`src/rtl/pingpangpung_ctrl_pkg.sv`:
```
// Shared definitions for the ping/pang/pung buffer ownership controller.
//   - buf_state_e : per-buffer lifecycle codes (also the debug encoding on buf_state)
//   - SEL_*       : agent-side select encoding (00 none, 01 ping, 10 pang, 11 pung)
//   - idx2sel / sel2idx : conversion between buffer index 0..2 and select code
package pingpangpung_ctrl_pkg;

    localparam int NUM_BUFS = 3;

    typedef enum logic [2:0] {
        ST_EMPTY    = 3'd0,
        ST_SNOOP    = 3'd1,
        ST_FILLED   = 3'd2,
        ST_CPU      = 3'd3,
        ST_ACCEPTED = 3'd4,
        ST_FWD      = 3'd5
    } buf_state_e;

    localparam logic [1:0] SEL_NONE = 2'b00;
    localparam logic [1:0] SEL_PING = 2'b01;
    localparam logic [1:0] SEL_PANG = 2'b10;
    localparam logic [1:0] SEL_PUNG = 2'b11;

    function automatic logic [1:0] idx2sel(input logic [1:0] idx);
        return idx + 2'd1;
    endfunction

    function automatic logic [1:0] sel2idx(input logic [1:0] sel);
        return sel - 2'd1;
    endfunction

endpackage

```
`src/rtl/pingpangpung_ctrl_bufidx_fifo.sv`:
```
// Small circular FIFO of buffer indices, used to keep packet arrival order
// between the snooper and CPU (cpu_fifo) and between CPU and forwarder (fwd_fifo).
// Ports:
//   i_clk, i_rst    : clock, asynchronous active-high reset
//   i_push, i_din   : enqueue i_din
//   i_pop           : drop the head entry (push and pop together are legal)
//   o_head          : current head entry (valid when !o_empty)
//   o_empty, o_count: occupancy
module bufidx_fifo #(
    parameter  int DEPTH = 3,
    parameter  int WIDTH = 2,
    localparam int PW    = $clog2(DEPTH),
    localparam int CW    = $clog2(DEPTH + 1)
) (
    input  logic             i_clk,
    input  logic             i_rst,
    input  logic             i_push,
    input  logic [WIDTH-1:0] i_din,
    input  logic             i_pop,
    output logic [WIDTH-1:0] o_head,
    output logic             o_empty,
    output logic [CW-1:0]    o_count
);

    logic [WIDTH-1:0] r_mem [DEPTH];
    logic [PW-1:0]    r_rd;
    logic [PW-1:0]    r_wr;
    logic [CW-1:0]    r_count;

    // DEPTH need not be a power of two, so pointers wrap explicitly.
    function automatic logic [PW-1:0] ptr_inc(input logic [PW-1:0] p);
        return (p == PW'(DEPTH - 1)) ? '0 : p + PW'(1);
    endfunction

    always_ff @(posedge i_clk or posedge i_rst) begin
        if (i_rst) begin
            r_rd    <= '0;
            r_wr    <= '0;
            r_count <= '0;
            for (int i = 0; i < DEPTH; i++) r_mem[i] <= '0;
        end else begin
            if (i_push) begin
                r_mem[r_wr] <= i_din;
                r_wr        <= ptr_inc(r_wr);
            end
            if (i_pop) r_rd <= ptr_inc(r_rd);
            case ({i_push, i_pop})
                2'b10:   r_count <= r_count + CW'(1);
                2'b01:   r_count <= r_count - CW'(1);
                default: ;
            endcase
        end
    end

    assign o_head  = r_mem[r_rd];
    assign o_empty = (r_count == '0);
    assign o_count = r_count;

    a_no_overflow: assert property (@(posedge i_clk) disable iff (i_rst)
        !(i_push && !i_pop && r_count == CW'(DEPTH)));
    a_no_underflow: assert property (@(posedge i_clk) disable iff (i_rst)
        !(i_pop && o_empty));

endmodule

```
`src/rtl/pingpangpung_ctrl.sv`:
```
// Ownership controller for the three packet buffers (ping/pang/pung) shared
// by the snooper, CPU and forwarder. Each buffer walks
// EMPTY -> SNOOP -> FILLED -> CPU -> (ACCEPTED -> FWD ->) EMPTY.
// Ports:
//   clk, rst                  : clock, asynchronous active-high reset
//   sn_done                   : snooper finished its buffer
//   cpu_acc / cpu_rej         : CPU verdict on its buffer (both = reject)
//   fwd_done                  : forwarder drained its buffer
//   sn_sel/cpu_sel/fwd_sel    : buffer owned by each agent (00 none, 01..11 ping..pung)
//   sn_rdy/cpu_rdy/fwd_rdy    : agent owns a buffer
//   buf_state                 : {pung,pang,ping} 3-bit state codes (debug)
module pingpangpung_ctrl
    import pingpangpung_ctrl_pkg::*;
(
    input  logic       clk,
    input  logic       rst,
    input  logic       sn_done,
    input  logic       cpu_acc,
    input  logic       cpu_rej,
    input  logic       fwd_done,
    output logic [1:0] sn_sel,
    output logic [1:0] cpu_sel,
    output logic [1:0] fwd_sel,
    output logic       sn_rdy,
    output logic       cpu_rdy,
    output logic       fwd_rdy,
    output logic [8:0] buf_state
);

    buf_state_e r_state     [NUM_BUFS];
    buf_state_e w_state_nxt [NUM_BUFS];

    logic [1:0] r_sn_sel, r_cpu_sel, r_fwd_sel;
    logic [1:0] w_sn_sel_nxt, w_cpu_sel_nxt, w_fwd_sel_nxt;
    logic       r_sn_rdy, r_cpu_rdy, r_fwd_rdy;

    logic       w_sn_rel, w_cpu_rel, w_cpu_fwd, w_fwd_rel;
    logic       w_sn_claim, w_cpu_claim, w_fwd_claim;
    logic       w_any_empty;
    logic [1:0] w_sn_pick;

    logic [1:0] w_cpu_head, w_fwd_head;
    logic       w_cpu_empty, w_fwd_empty;
    logic [1:0] w_cpu_cnt, w_fwd_cnt;

    // Releases act on the buffer currently named by the agent's sel;
    // pulses while sel is NONE fall out here and are ignored.
    assign w_sn_rel  = sn_done && (r_sn_sel != SEL_NONE);
    assign w_cpu_rel = (cpu_acc || cpu_rej) && (r_cpu_sel != SEL_NONE);
    assign w_cpu_fwd = w_cpu_rel && cpu_acc && !cpu_rej;
    assign w_fwd_rel = fwd_done && (r_fwd_sel != SEL_NONE);

    // Lowest-index EMPTY buffer, from registered state only, so a buffer
    // freed this edge is not handed out until the next one.
    always_comb begin
        w_any_empty = 1'b0;
        w_sn_pick   = 2'd0;
        for (int i = NUM_BUFS - 1; i >= 0; i--) begin
            if (r_state[i] == ST_EMPTY) begin
                w_any_empty = 1'b1;
                w_sn_pick   = 2'(i);
            end
        end
    end

    assign w_sn_claim  = (r_sn_sel  == SEL_NONE) && w_any_empty;
    assign w_cpu_claim = (r_cpu_sel == SEL_NONE) && !w_cpu_empty;
    assign w_fwd_claim = (r_fwd_sel == SEL_NONE) && !w_fwd_empty;

    bufidx_fifo #(.DEPTH(NUM_BUFS), .WIDTH(2)) u_cpu_fifo (
        .i_clk   (clk),
        .i_rst   (rst),
        .i_push  (w_sn_rel),
        .i_din   (sel2idx(r_sn_sel)),
        .i_pop   (w_cpu_claim),
        .o_head  (w_cpu_head),
        .o_empty (w_cpu_empty),
        .o_count (w_cpu_cnt)
    );

    bufidx_fifo #(.DEPTH(NUM_BUFS), .WIDTH(2)) u_fwd_fifo (
        .i_clk   (clk),
        .i_rst   (rst),
        .i_push  (w_cpu_fwd),
        .i_din   (sel2idx(r_cpu_sel)),
        .i_pop   (w_fwd_claim),
        .o_head  (w_fwd_head),
        .o_empty (w_fwd_empty),
        .o_count (w_fwd_cnt)
    );

    // State register
    always_ff @(posedge clk or posedge rst) begin
        if (rst) begin
            for (int i = 0; i < NUM_BUFS; i++) r_state[i] <= ST_EMPTY;
            r_sn_sel  <= SEL_NONE;
            r_cpu_sel <= SEL_NONE;
            r_fwd_sel <= SEL_NONE;
            r_sn_rdy  <= 1'b0;
            r_cpu_rdy <= 1'b0;
            r_fwd_rdy <= 1'b0;
        end else begin
            for (int i = 0; i < NUM_BUFS; i++) r_state[i] <= w_state_nxt[i];
            r_sn_sel  <= w_sn_sel_nxt;
            r_cpu_sel <= w_cpu_sel_nxt;
            r_fwd_sel <= w_fwd_sel_nxt;
            r_sn_rdy  <= (w_sn_sel_nxt  != SEL_NONE);
            r_cpu_rdy <= (w_cpu_sel_nxt != SEL_NONE);
            r_fwd_rdy <= (w_fwd_sel_nxt != SEL_NONE);
        end
    end

    // Next-state: every event in a cycle targets a distinct buffer, so the
    // per-event writes below never overlap.
    always_comb begin
        for (int i = 0; i < NUM_BUFS; i++) w_state_nxt[i] = r_state[i];
        if (w_sn_rel)    w_state_nxt[sel2idx(r_sn_sel)]  = ST_FILLED;
        if (w_cpu_rel)   w_state_nxt[sel2idx(r_cpu_sel)] = w_cpu_fwd ? ST_ACCEPTED : ST_EMPTY;
        if (w_fwd_rel)   w_state_nxt[sel2idx(r_fwd_sel)] = ST_EMPTY;
        if (w_sn_claim)  w_state_nxt[w_sn_pick]  = ST_SNOOP;
        if (w_cpu_claim) w_state_nxt[w_cpu_head] = ST_CPU;
        if (w_fwd_claim) w_state_nxt[w_fwd_head] = ST_FWD;

        w_sn_sel_nxt  = w_sn_rel  ? SEL_NONE : (w_sn_claim  ? idx2sel(w_sn_pick)  : r_sn_sel);
        w_cpu_sel_nxt = w_cpu_rel ? SEL_NONE : (w_cpu_claim ? idx2sel(w_cpu_head) : r_cpu_sel);
        w_fwd_sel_nxt = w_fwd_rel ? SEL_NONE : (w_fwd_claim ? idx2sel(w_fwd_head) : r_fwd_sel);
    end

    // Outputs
    always_comb begin
        sn_sel    = r_sn_sel;
        cpu_sel   = r_cpu_sel;
        fwd_sel   = r_fwd_sel;
        sn_rdy    = r_sn_rdy;
        cpu_rdy   = r_cpu_rdy;
        fwd_rdy   = r_fwd_rdy;
        buf_state = {r_state[2], r_state[1], r_state[0]};
    end

    a_no_collision: assert property (@(posedge clk) disable iff (rst)
        !((r_sn_sel  != SEL_NONE && (r_sn_sel == r_cpu_sel || r_sn_sel == r_fwd_sel)) ||
          (r_cpu_sel != SEL_NONE && r_cpu_sel == r_fwd_sel)));

    // A buffer index can be queued in at most one FIFO at a time.
    a_queued_bound: assert property (@(posedge clk) disable iff (rst)
        ({1'b0, w_cpu_cnt} + {1'b0, w_fwd_cnt}) <= 3'd3);

endmodule
```
`config.mk`:
```
export PLATFORM = sky130hd
export DESIGN_NAME = pingpangpung_ctrl
export DESIGN_NICKNAME = d
export VERILOG_FILES = /design/src/rtl/pingpangpung_ctrl_pkg.sv /design/src/rtl/pingpangpung_ctrl_bufidx_fifo.sv /design/src/rtl/pingpangpung_ctrl.sv
export SDC_FILE = /design/constraint.sdc
export NUM_CORES = 1
export LEC_CHECK = 0
export ABC_AREA = 0
export ABC_CLOCK_PERIOD_IN_PS = 4100
export CAP_MARGIN = 20
export CORE_MARGIN = 1
export CORE_UTILIZATION = 60
export DETAILED_ROUTE_END_ITERATION = 7
export PLACE_DENSITY = 0.91
export SLEW_MARGIN = 15
export SYNTH_ARGS = -nofsm -noshare
export SYNTH_HDL_FRONTEND = slang
export SYNTH_SLANG_ARGS = --single-unit
```
`constraint.sdc`:
```
create_clock -name clk -period 4.1 [get_ports clk]
set_input_delay 0.82 -clock clk [delete_from_list [all_inputs] [get_ports clk]]
set_output_delay 0.82 -clock clk [all_outputs]
set_load 0.03 [all_outputs]
```
**Yosys cells after proc, flatten, opt, wreduce, memory -nomap -nowiden**

Index checks and enable logic that the tools add are counted.

- Reductions and logical operators: 36
- Multiplexer cells: 50
- Eq/ne operators: 8
- Add/subtract/negate cells: 14
- Order comparisons: 18
- Bitwise operators: 24

Operators with widths:

| operator | count |
|---|---|
| 9-bit 2-to-1 mux | 6 |
| 2-bit 2-to-1 mux | 19 |
| 3-bit demux with 2-bit select | 6 |
| 3-bit greater-or-equal comparator (second input constant) | 10 |
| 2-bit inverter with 3-bit output | 10 |
| 3-bit by 1-bit less-than comparator with 1-bit output (second input constant) | 8 |
| 3-bit 2-to-1 mux | 7 |
| 2-bit by 1-bit adder with 2-bit output (second input constant) | 9 |
| 1-bit logical AND | 16 |
| 2-bit nonzero test | 8 |
| 6-bit bitwise AND | 2 |
| 6-bit bitwise mux | 2 |
| 2-bit equality test (second input constant) | 6 |
| 6-bit inverter | 2 |
| 6-bit OR | 2 |
| 2-bit logical NOT | 5 |
| 2-bit by 1-bit subtractor with 2-bit output (second input constant) | 5 |
| 9-bit bitwise AND | 1 |
| 9-bit bitwise mux | 1 |
| 3-bit logical NOT | 3 |
| 9-bit inverter | 1 |
| 2-bit binary-select mux with 2-bit select | 2 |
| 2-bit demux with 2-bit select | 2 |
| 2-bit one-hot mux with 2 select lines | 2 |
| other kinds (7) | 15 |

- Flip-flop bits (word level): 42
- Word-level logic and storage cells: 171
- Input bits: 6

**Depth between registers and ports, before layout**

- Depth in word-level cells: 19
- Mapped depth: 9
- Gate-level depth less buffers: 8

**Modules after synthesis**

From an unflattened synthesis, not the netlist that was laid out.

- Cell total of the unflattened synthesis: 208
- Area total of the unflattened synthesis: 2223.4 um^2

By module, submodules not included:

| module | times used | sequential area each (um^2) | area each (um^2) | cells an instance |
|---|---|---|---|---|
| pingpangpung_ctrl | 1 | 450.4 | 1139.8 | 122 |
| bufidx_fifo | 2 | 300.3 | 541.8 | 43 |

**Worst setup path before layout**

No wires, ideal clock.

- Path kind: flip-flop to flip-flop
- From: reg r_cpu_sel[0] (netlist: cpu_sel[0])
- To: reg u_fwd_fifo.r_count[1] (netlist: u_fwd_fifo.o_count[1])
- Arrival time: 1960 ps
- Cell stages (with the launch flop): 8
- Path slack: 2061 ps
- Library setup time: 79 ps
- Path through: dfrtp_1 > inv_1 > ha_1 > nor3b_4 > inv_1 > ha_1 > nor2_1 > xor2_1

- Word-level cells in the longest chain between the ends: 6
- Elaborated cells on any way between the ends: 8
- Classes of those cells: eq/ne: 2; mux: 1; reduce/logical: 5

Ends and longest elaborated chain:

| what | line | text |
|---|---|---|
| from (decl) | pingpangpung_ctrl.sv:33 | `logic [1:0] r_sn_sel, r_cpu_sel, r_fwd_sel;` |
| from (signal assigned) | pingpangpung_ctrl.sv:105 | `r_cpu_sel <= w_cpu_sel_nxt;` |
| 2-bit nonzero test (*) | pingpangpung_ctrl.sv:49 | `assign w_cpu_rel = (cpu_acc \|\| cpu_rej) && (r_cpu_sel != SEL_NONE);` |
| 1-bit logical AND (*) | pingpangpung_ctrl.sv:49 |  |
| 1-bit logical AND (*) (2 in a row) | pingpangpung_ctrl.sv:50 | `assign w_cpu_fwd = w_cpu_rel && cpu_acc && !cpu_rej;` |
| 2-bit by 1-bit equality test with 1-bit output or 2-bit equality test (tied branches) | pingpangpung_ctrl_bufidx_fifo.sv:47 | `case ({i_push, i_pop})` |
| 2-bit one-hot mux with 2 select lines or 2-bit nonzero test (tied branches) | - |  |
| to (signal assigned) | pingpangpung_ctrl_bufidx_fifo.sv:48 | `2'b10: r_count <= r_count + CW'(1);` |
| to (signal assigned) | pingpangpung_ctrl_bufidx_fifo.sv:49 | `2'b01: r_count <= r_count - CW'(1);` |
| to (decl) | pingpangpung_ctrl_bufidx_fifo.sv:28 | `logic [CW-1:0] r_count;` |

Every way passes the cells marked *; elsewhere a longest branch is shown, timed or not.
A chain may end at the register's enable or synchronous reset.

**Worst setup path after layout**

- From: reg r_sn_sel[0] (netlist: sn_sel[0])
- To: out sn_sel[0]

RTL lines:

| what | line | text |
|---|---|---|
| from (decl) | pingpangpung_ctrl.sv:33 |  |
| from (signal assigned) | pingpangpung_ctrl.sv:104 | `r_sn_sel <= w_sn_sel_nxt;` |
| to (decl) | pingpangpung_ctrl.sv:21 | `output logic [1:0] sn_sel,` |

No word-level cell between the ends.

==> implementation parameters <==
Parameter                              Value

Status
  Run status    complete, no violations

Synth
  Compound-cell area share of the yosys netlist    16.7%
  Arithmetic-cell share of the synthesized area counting full adders, half adders and majority gates    9.13%
  Post-Synth XOR/XNOR Area    2.40%
  Cell count after synthesis    215
  Proportion of synthesized chip area in sequential cells    47.9%
  Count of different cell masters after synthesis    46
  Primary FF master, synth    sky130_fd_sc_hd__dfrtp_1
  Total number of yosys warnings    0
  Mux share of post-synthesis cell area    2.80%
  Post-synth net total    237
  Average size of a mapped cell    10.2 um2
  Cell Area, Synth    2190 um2
  Proportion of synthesized flip-flops having asynchronous set or reset    100%
  Simple-gate area share of the yosys netlist    18.1%
  Post-synth EDFFs    0
  Number of register bits inferred by synthesis    42
  Largest family of logic cells by synthesized area    simple AND/OR/NAND/NOR gates

STA
  Fin Setup TNS    0 ns
  Clock period minus worst slack    2.45 ns
  Pins Over Slew Limit    0
  Headroom to the max-slew limit    60.3%
  Endpoints failing setup    0
  Fin. Hold Viols    0
  Worst-margin pin slew    0.593 ns
  Worst hold slack    0.477 ns
  Maximum clock frequency    407 MHz
  Post-route clock period utilization    59.9%
  Setup repair after global routing missed its margin    no
  Final Skew    0.0233 ns

Floorplan
  Die Wd    62.4 um
  Core box area    3420 um2
  Effective utilization at floorplan    64.2%
  Count of standard-cell rows    21
  Die Height    62.4 um
  Full die area    3900 um2
  I/O pin cnt    24

Placed design
  I/O Buffers    23
  RePlAce Congestion    0.800
  Placed Instance Area    2470 um2
  DPL Wire Length    3160 um
  Number of placed instances, taps included    282

Run
  Max-capacitance violation count    0

Final layout
  Antenna diode count    0
  Final net count    265
  Total area of multi-input combinational cells    1080 um2
  Share of layout cells above drive strength 1    9.88%
  Register cell area after layout    1050 um2
  Finished layout cell area    2520 um2
  Number of flip-flops under the largest register name    9
  Number of fill cells    240
  Finished Layout Cells    289
  Most common cell after layout, fill and taps aside    sky130_fd_sc_hd__dfrtp_1
  Top library cells by usage in the layout, fill and taps aside    42 x sky130_fd_sc_hd__dfrtp_1, 31 x sky130_fd_sc_hd__nand2_1, 23 x sky130_fd_sc_hd__clkdlybuf4s50_1, 21 x sky130_fd_sc_hd__a21oi_1
  Area grow syn2layout    14.9%

Clocking
  Clock buffer count from CTS    5
  H-tree depth    2
  Clk_lat worst skew    0.36 ns
  Clock tree from TritonCTS    yes
  Clk pin slew, worst setup/hold paths    0.13 ns
  CTS sink cnt    42
  Setup Fix Bufs, Post-CTS    0
  Maximum buffer depth of the clock tree    2
  CTS hold repair buffers    0
  Buffer cell driving the clock tree root    sky130_fd_sc_hd__clkbuf_4
  Post-cts sizing count    0

Power
  Power density over cell area    900 nW/um2
  Final total power    2270 uW
  Reported leakage power    0.00116 uW
  Worst voltage drop across the vdd grid    0.404 mV

GRT
  Grt ovf    0
  Number of antenna violations at the first check in global routing    0
  Tot GR Track Use    24.0%
  Pin count of the biggest net entering global routing    43
  Number of global-route vias before repair    1,624
  First-pass GRT wire length    7210 um

Setup path
  Worst-path fanout max    8
  Crit path buffers/inverters    1
  Required arrival time at the worst endpoint    3.28 ns
  Data arrival time of the critical path    1.63 ns
  Slowest cell on the critical path    sky130_fd_sc_hd__clkdlybuf4s50_1
  Startpoint type of the worst setup path    flip-flop
  Critical Path Max Stage Delay    0.73 ns
  Largest delay contributor family on the critical path    buffers and inverters
  Cells traversed along the worst timing path    clkdlybuf4s50_1
  Worst setup EP type    output pin
  Setup slack, reg-to-reg    1.72 ns
  CP Class    reg2out

Route
  DRC Markers    0
  Antenna viol nets, final    0
  Total vias in the final route    1,668
  Wire length per cell after detailed routing    14.7 um
  Total Wirelength    4260 um
  DRC violation total after the first TritonRoute iteration    117
  Average via count per standard cell    5.77
  DR pass1 iterations    4

Min path
  Type of the most critical hold path    reg2reg
==> Yosys cell counts (3+ instances only) <==
master	number	area, um2
sky130_fd_sc_hd__a21o_1	6	45.0
sky130_fd_sc_hd__a21oi_1	21	105
sky130_fd_sc_hd__a32oi_1	3	26.3
sky130_fd_sc_hd__dfrtp_1	42	1050
sky130_fd_sc_hd__ha_1	16	200
sky130_fd_sc_hd__inv_1	11	41.3
sky130_fd_sc_hd__mux2i_1	5	50.1
sky130_fd_sc_hd__nand2_1	31	116
sky130_fd_sc_hd__nand3_1	4	20.0
sky130_fd_sc_hd__nand3b_1	3	22.5
sky130_fd_sc_hd__nor2_1	16	60.1
sky130_fd_sc_hd__nor2b_1	3	18.8
sky130_fd_sc_hd__nor3_1	5	25.0
sky130_fd_sc_hd__nor3_2	3	30.0
sky130_fd_sc_hd__o21ai_0	6	30.0
sky130_fd_sc_hd__xnor2_1	4	35.0
==> path summary, 6_finish.rpt <==
kind / from / to / depth (start not counted)
worst max-delay path: sn_sel[0] / sn_sel[0] / 1
worst min-delay path: u_fwd_fifo.o_count[1] / u_fwd_fifo.o_count[1] / 1
worst max register to register: sn_sel[0] / u_cpu_fifo.r_mem[2] / 7
worst min register to register: u_fwd_fifo.o_count[1] / u_fwd_fifo.o_count[1] / 1
max in group asynchronous: rst / cpu_sel[0] / 3
min in group asynchronous: rst / buf_state[5] / 3
==> cell families after synthesis <==
logic type               count (synthesis)
adder cells (fa/ha/maj)                 16
AO/OA/AOI/OAI                           54
flip-flops                              42
buffers and inverters                   16
multiplexers                             6
AND/OR/NAND/NOR                         75
XOR/XNOR                                 6
==> report_power, final <==
part | internal, uW | switching [uW] | leakage, uW | total (uW)
clock network | 61.8 | 130 | 0.0000308 | 192
logic | 552 | 710 | 0.000631 | 1260
registers | 616 | 196 | 0.000501 | 813
==> cell type report <==
cell class                 count  share of cell area [%]
clock inverter                 2                   0.397
inverter                      13                    1.94
timing repair buffer          24                    9.44
multi-input combinational    157                    42.7
clock buffer                   5                    1.49
sequential                    42                    41.7
tap                           46                    2.29
==> routing by layer <==
layer	wire length, um	GRT usage (%)	vias to the layer above	part of all wire [%]
li1	-	-	811	-
met1	1920	30.4	794	45
met2	2030	38.5	50	48
met3	187	6.57	13	4.4
met4	113	10.8	0	2.7
met5	0	0	-	0
==> metrics by stage <==
stage                     setup slack, ns  util (%)
after detailed placement             1.49      72.3
after global placement               1.51      72.3
after floorplan                      2.06         -
after global routing                 1.46      73.7
after CTS                            1.65      73.7
final                                1.65      73.7
(Power assumes the default switching activity.)
==> variant (config.mk and constraints unchanged) <==
Make the reset (`i_rst` and `rst`) synchronous in 2 clocked blocks. Comments in the files are not updated.
--- a/src/rtl/pingpangpung_ctrl_bufidx_fifo.sv
+++ b/src/rtl/pingpangpung_ctrl_bufidx_fifo.sv
@@ -32,7 +32,7 @@
         return (p == PW'(DEPTH - 1)) ? '0 : p + PW'(1);
     endfunction
 
-    always_ff @(posedge i_clk or posedge i_rst) begin
+    always_ff @(posedge i_clk) begin
         if (i_rst) begin
             r_rd    <= '0;
             r_wr    <= '0;
--- a/src/rtl/pingpangpung_ctrl.sv
+++ b/src/rtl/pingpangpung_ctrl.sv
@@ -90,7 +90,7 @@
     );
 
     // State register
-    always_ff @(posedge clk or posedge rst) begin
+    always_ff @(posedge clk) begin
         if (rst) begin
             for (int i = 0; i < NUM_BUFS; i++) r_state[i] <= ST_EMPTY;
             r_sn_sel  <= SEL_NONE;
Function: differs if rst is asserted again (counterexample within 4 cycles, from zero or initial values and one cycle with rst high); with rst held inactive, the same outputs for 10 cycles.
==> variant against the unedited design <==
Setup slack improved by 5.8 ps; final cell count rose by 8.3%; power fell by 4.9%; final area rose by 12%; sequential share of layout area fell by 0.39 points; area after synthesis rose by 9.8%; wire length rose by 11%; non-clock buffer count did not move; sequential cell count rose by 8; largest cell class is now registers.
==> variant: results (changes against the unedited design) <==
Main synth FF type: dfxtp_1
diode count: 0 (unchanged)
CTS clock-pin slew for the worst setup and hold paths: 90 ps (-40 ps)
worst clock skew: 10.72 ps (-12.54 ps)
Async SR Flop Fraction: 0% (-100 points)
clk buf depth: 2 (unchanged)
crit-path max FO: 28 (+20)
Int Power: 1309 µW (+6.5%)
# port buffers: 23 (unchanged)
biggest regs: r_state (9), u_cpu_fifo.r_mem (8), u_fwd_fifo.r_mem (8)
Mapped Nets: 262 (+11%)
first-pass GRT wire length: 7803 µm (+8.2%)
VDD IR-drop max: 0.3916 mV (-3.0%)
number of global-route vias before repair: 1734 (+6.8%)
DP Wirelength: 3477 µm (+9.9%)
status: finished, final reports clean
Ys Warns: 0 (unchanged)
main area contributors after synthesis: dfxtp_1, edfxtp_1, ha_1
initial antenna violation count: 0 (unchanged)
worst relative slew slack: 34.87% (-25 points)
H-tree Lvls: 2 (unchanged)
# nets final: 286 (+7.9%)
DR DRC count: 0 (unchanged)
Detail Route Antenna Nets: 0 (unchanged)
layout cells sized above 1: 10.19% (+0.31 points)
most frequent cells after synthesis: dfxtp_1, nor2_1, nand2_1, edfxtp_1, ha_1
clock latency on the worst-skew pair: 300 ps (-60 ps)
first-pass iteration count of the detailed router: 4 (unchanged)
Root Buffer: clkbuf_8
via/cell ratio: 5.958 (+3.2%)
leakage: 0.001019 µW (-12%)
# hold bufs at CTS: 0 (unchanged)
most frequent cell after synthesis: dfxtp_1
routed wire length: 4746 µm (+11%)
register area share after synthesis: 48.23% (+0.29 points)
Placer Congestion: 0.8856 (+11%)
Setup Fix Bufs, Post-CTS: 0 (unchanged)
total CTS buffers: 5 (unchanged)
number of flops mapped to enable cells by yosys: 16 (+16)
largest net degree at the start of global routing: 29 (-33%)
Distinct cells, synth: 51 (+11%)
Min-Delay Path Class: reg2reg
post-cts sizing count: 0 (unchanged)
1st-iter DRT viols: 238 (+100%)
crit path DAT: 2670 ps (+1040 ps)
GRT Total Usage: 24.44% (+0.42 points)
==> variant: kinds of logic (layout without fill, tap and decap cells) <==
| logic type | after synthesis | in the layout | synth area share (%) |
|---|---|---|---|
| AOI/OAI and AO/OA | 52 | 52 | 14.86 |
| DFF | 50 | 50 | 48.23 |
| adders and majority gates | 16 | 16 | 8.316 |
| muxes | 5 | 5 | 4.158 |
| xor gates and xnor gates | 4 | 4 | 1.456 |
| buffers and inverters | 22 | 47 | 4.054 |
| and+or+nand+nor | 91 | 91 | 18.92 |
==> variant: power groups by stage <==
stage / Combinational (µW) / Sequential [µW] / Clock (µW)
final: 971 / 767 / 418
after global routing: 1060 / 786 / 443
after CTS: 966 / 767 / 423
after detailed placement: 956 / 778 / 0
after global placement: 924 / 770 / 0
after floorplan: 591 / 873 / 0
==> variant: worst paths after layout <==
| check | startpoint | end | slack, ps | cells after the start |
|---|---|---|---|---|
| setup / recovery | rst | r_state[0][8] | 1650 | 4 |
| hold / removal | u_cpu_fifo.r_rd[1] | u_cpu_fifo.r_rd[1] | 510 | 2 |
| setup reg to reg | sn_sel[0] | u_cpu_fifo.o_count[1] | 1780 | 7 |
| hold reg to reg | u_cpu_fifo.r_rd[1] | u_cpu_fifo.r_rd[1] | 510 | 2 |
==> variant: worst max-delay path, stage by stage <==
cell and delay, ps:
clkdlybuf4s50_1 910, buf_4 440, or3_1 390, o22ai_1 110
==> variant: area by class of cell <==
cell class / instances / area [µm²]
fill: 279 / 934.6
multi-input combinational: 168 / 1149
tap: 48 / 60.06
clock inverter: 2 / 60.06
sequential: 50 / 1161
clock buffer: 6 / 82.58
inverter: 15 / 58.81
timing repair buffer: 24 / 237.7
==> variant: through the flow <==
| stage | cells | area, µm² | util (%) | worst slack (ps) | power [µW] |
|---|---|---|---|---|---|
| global placement | 305 | 2666 | 71.22 | 1468 | 1694 |
| floorplan | 240 | 2407 | - | 1977 | 1464 |
| finish | 313 | 2809 | 75.03 | 1651 | 2156 |
| global route | 313 | 2809 | 75.03 | 1607 | 2285 |
| CTS | 313 | 2809 | 75.03 | 1700 | 2156 |
| detailed placement | 305 | 2666 | 71.22 | 1385 | 1734 |
==> variant: routing by layer <==
layer  track usage (%)  vias up  part of all wire (%)
met2             38.14       70                    46
met3             6.424       16                   6.0
met1             31.93      869                    45
met5                 0        -                     0
li1                  -      910                     -
met4             10.60        0                   2.8
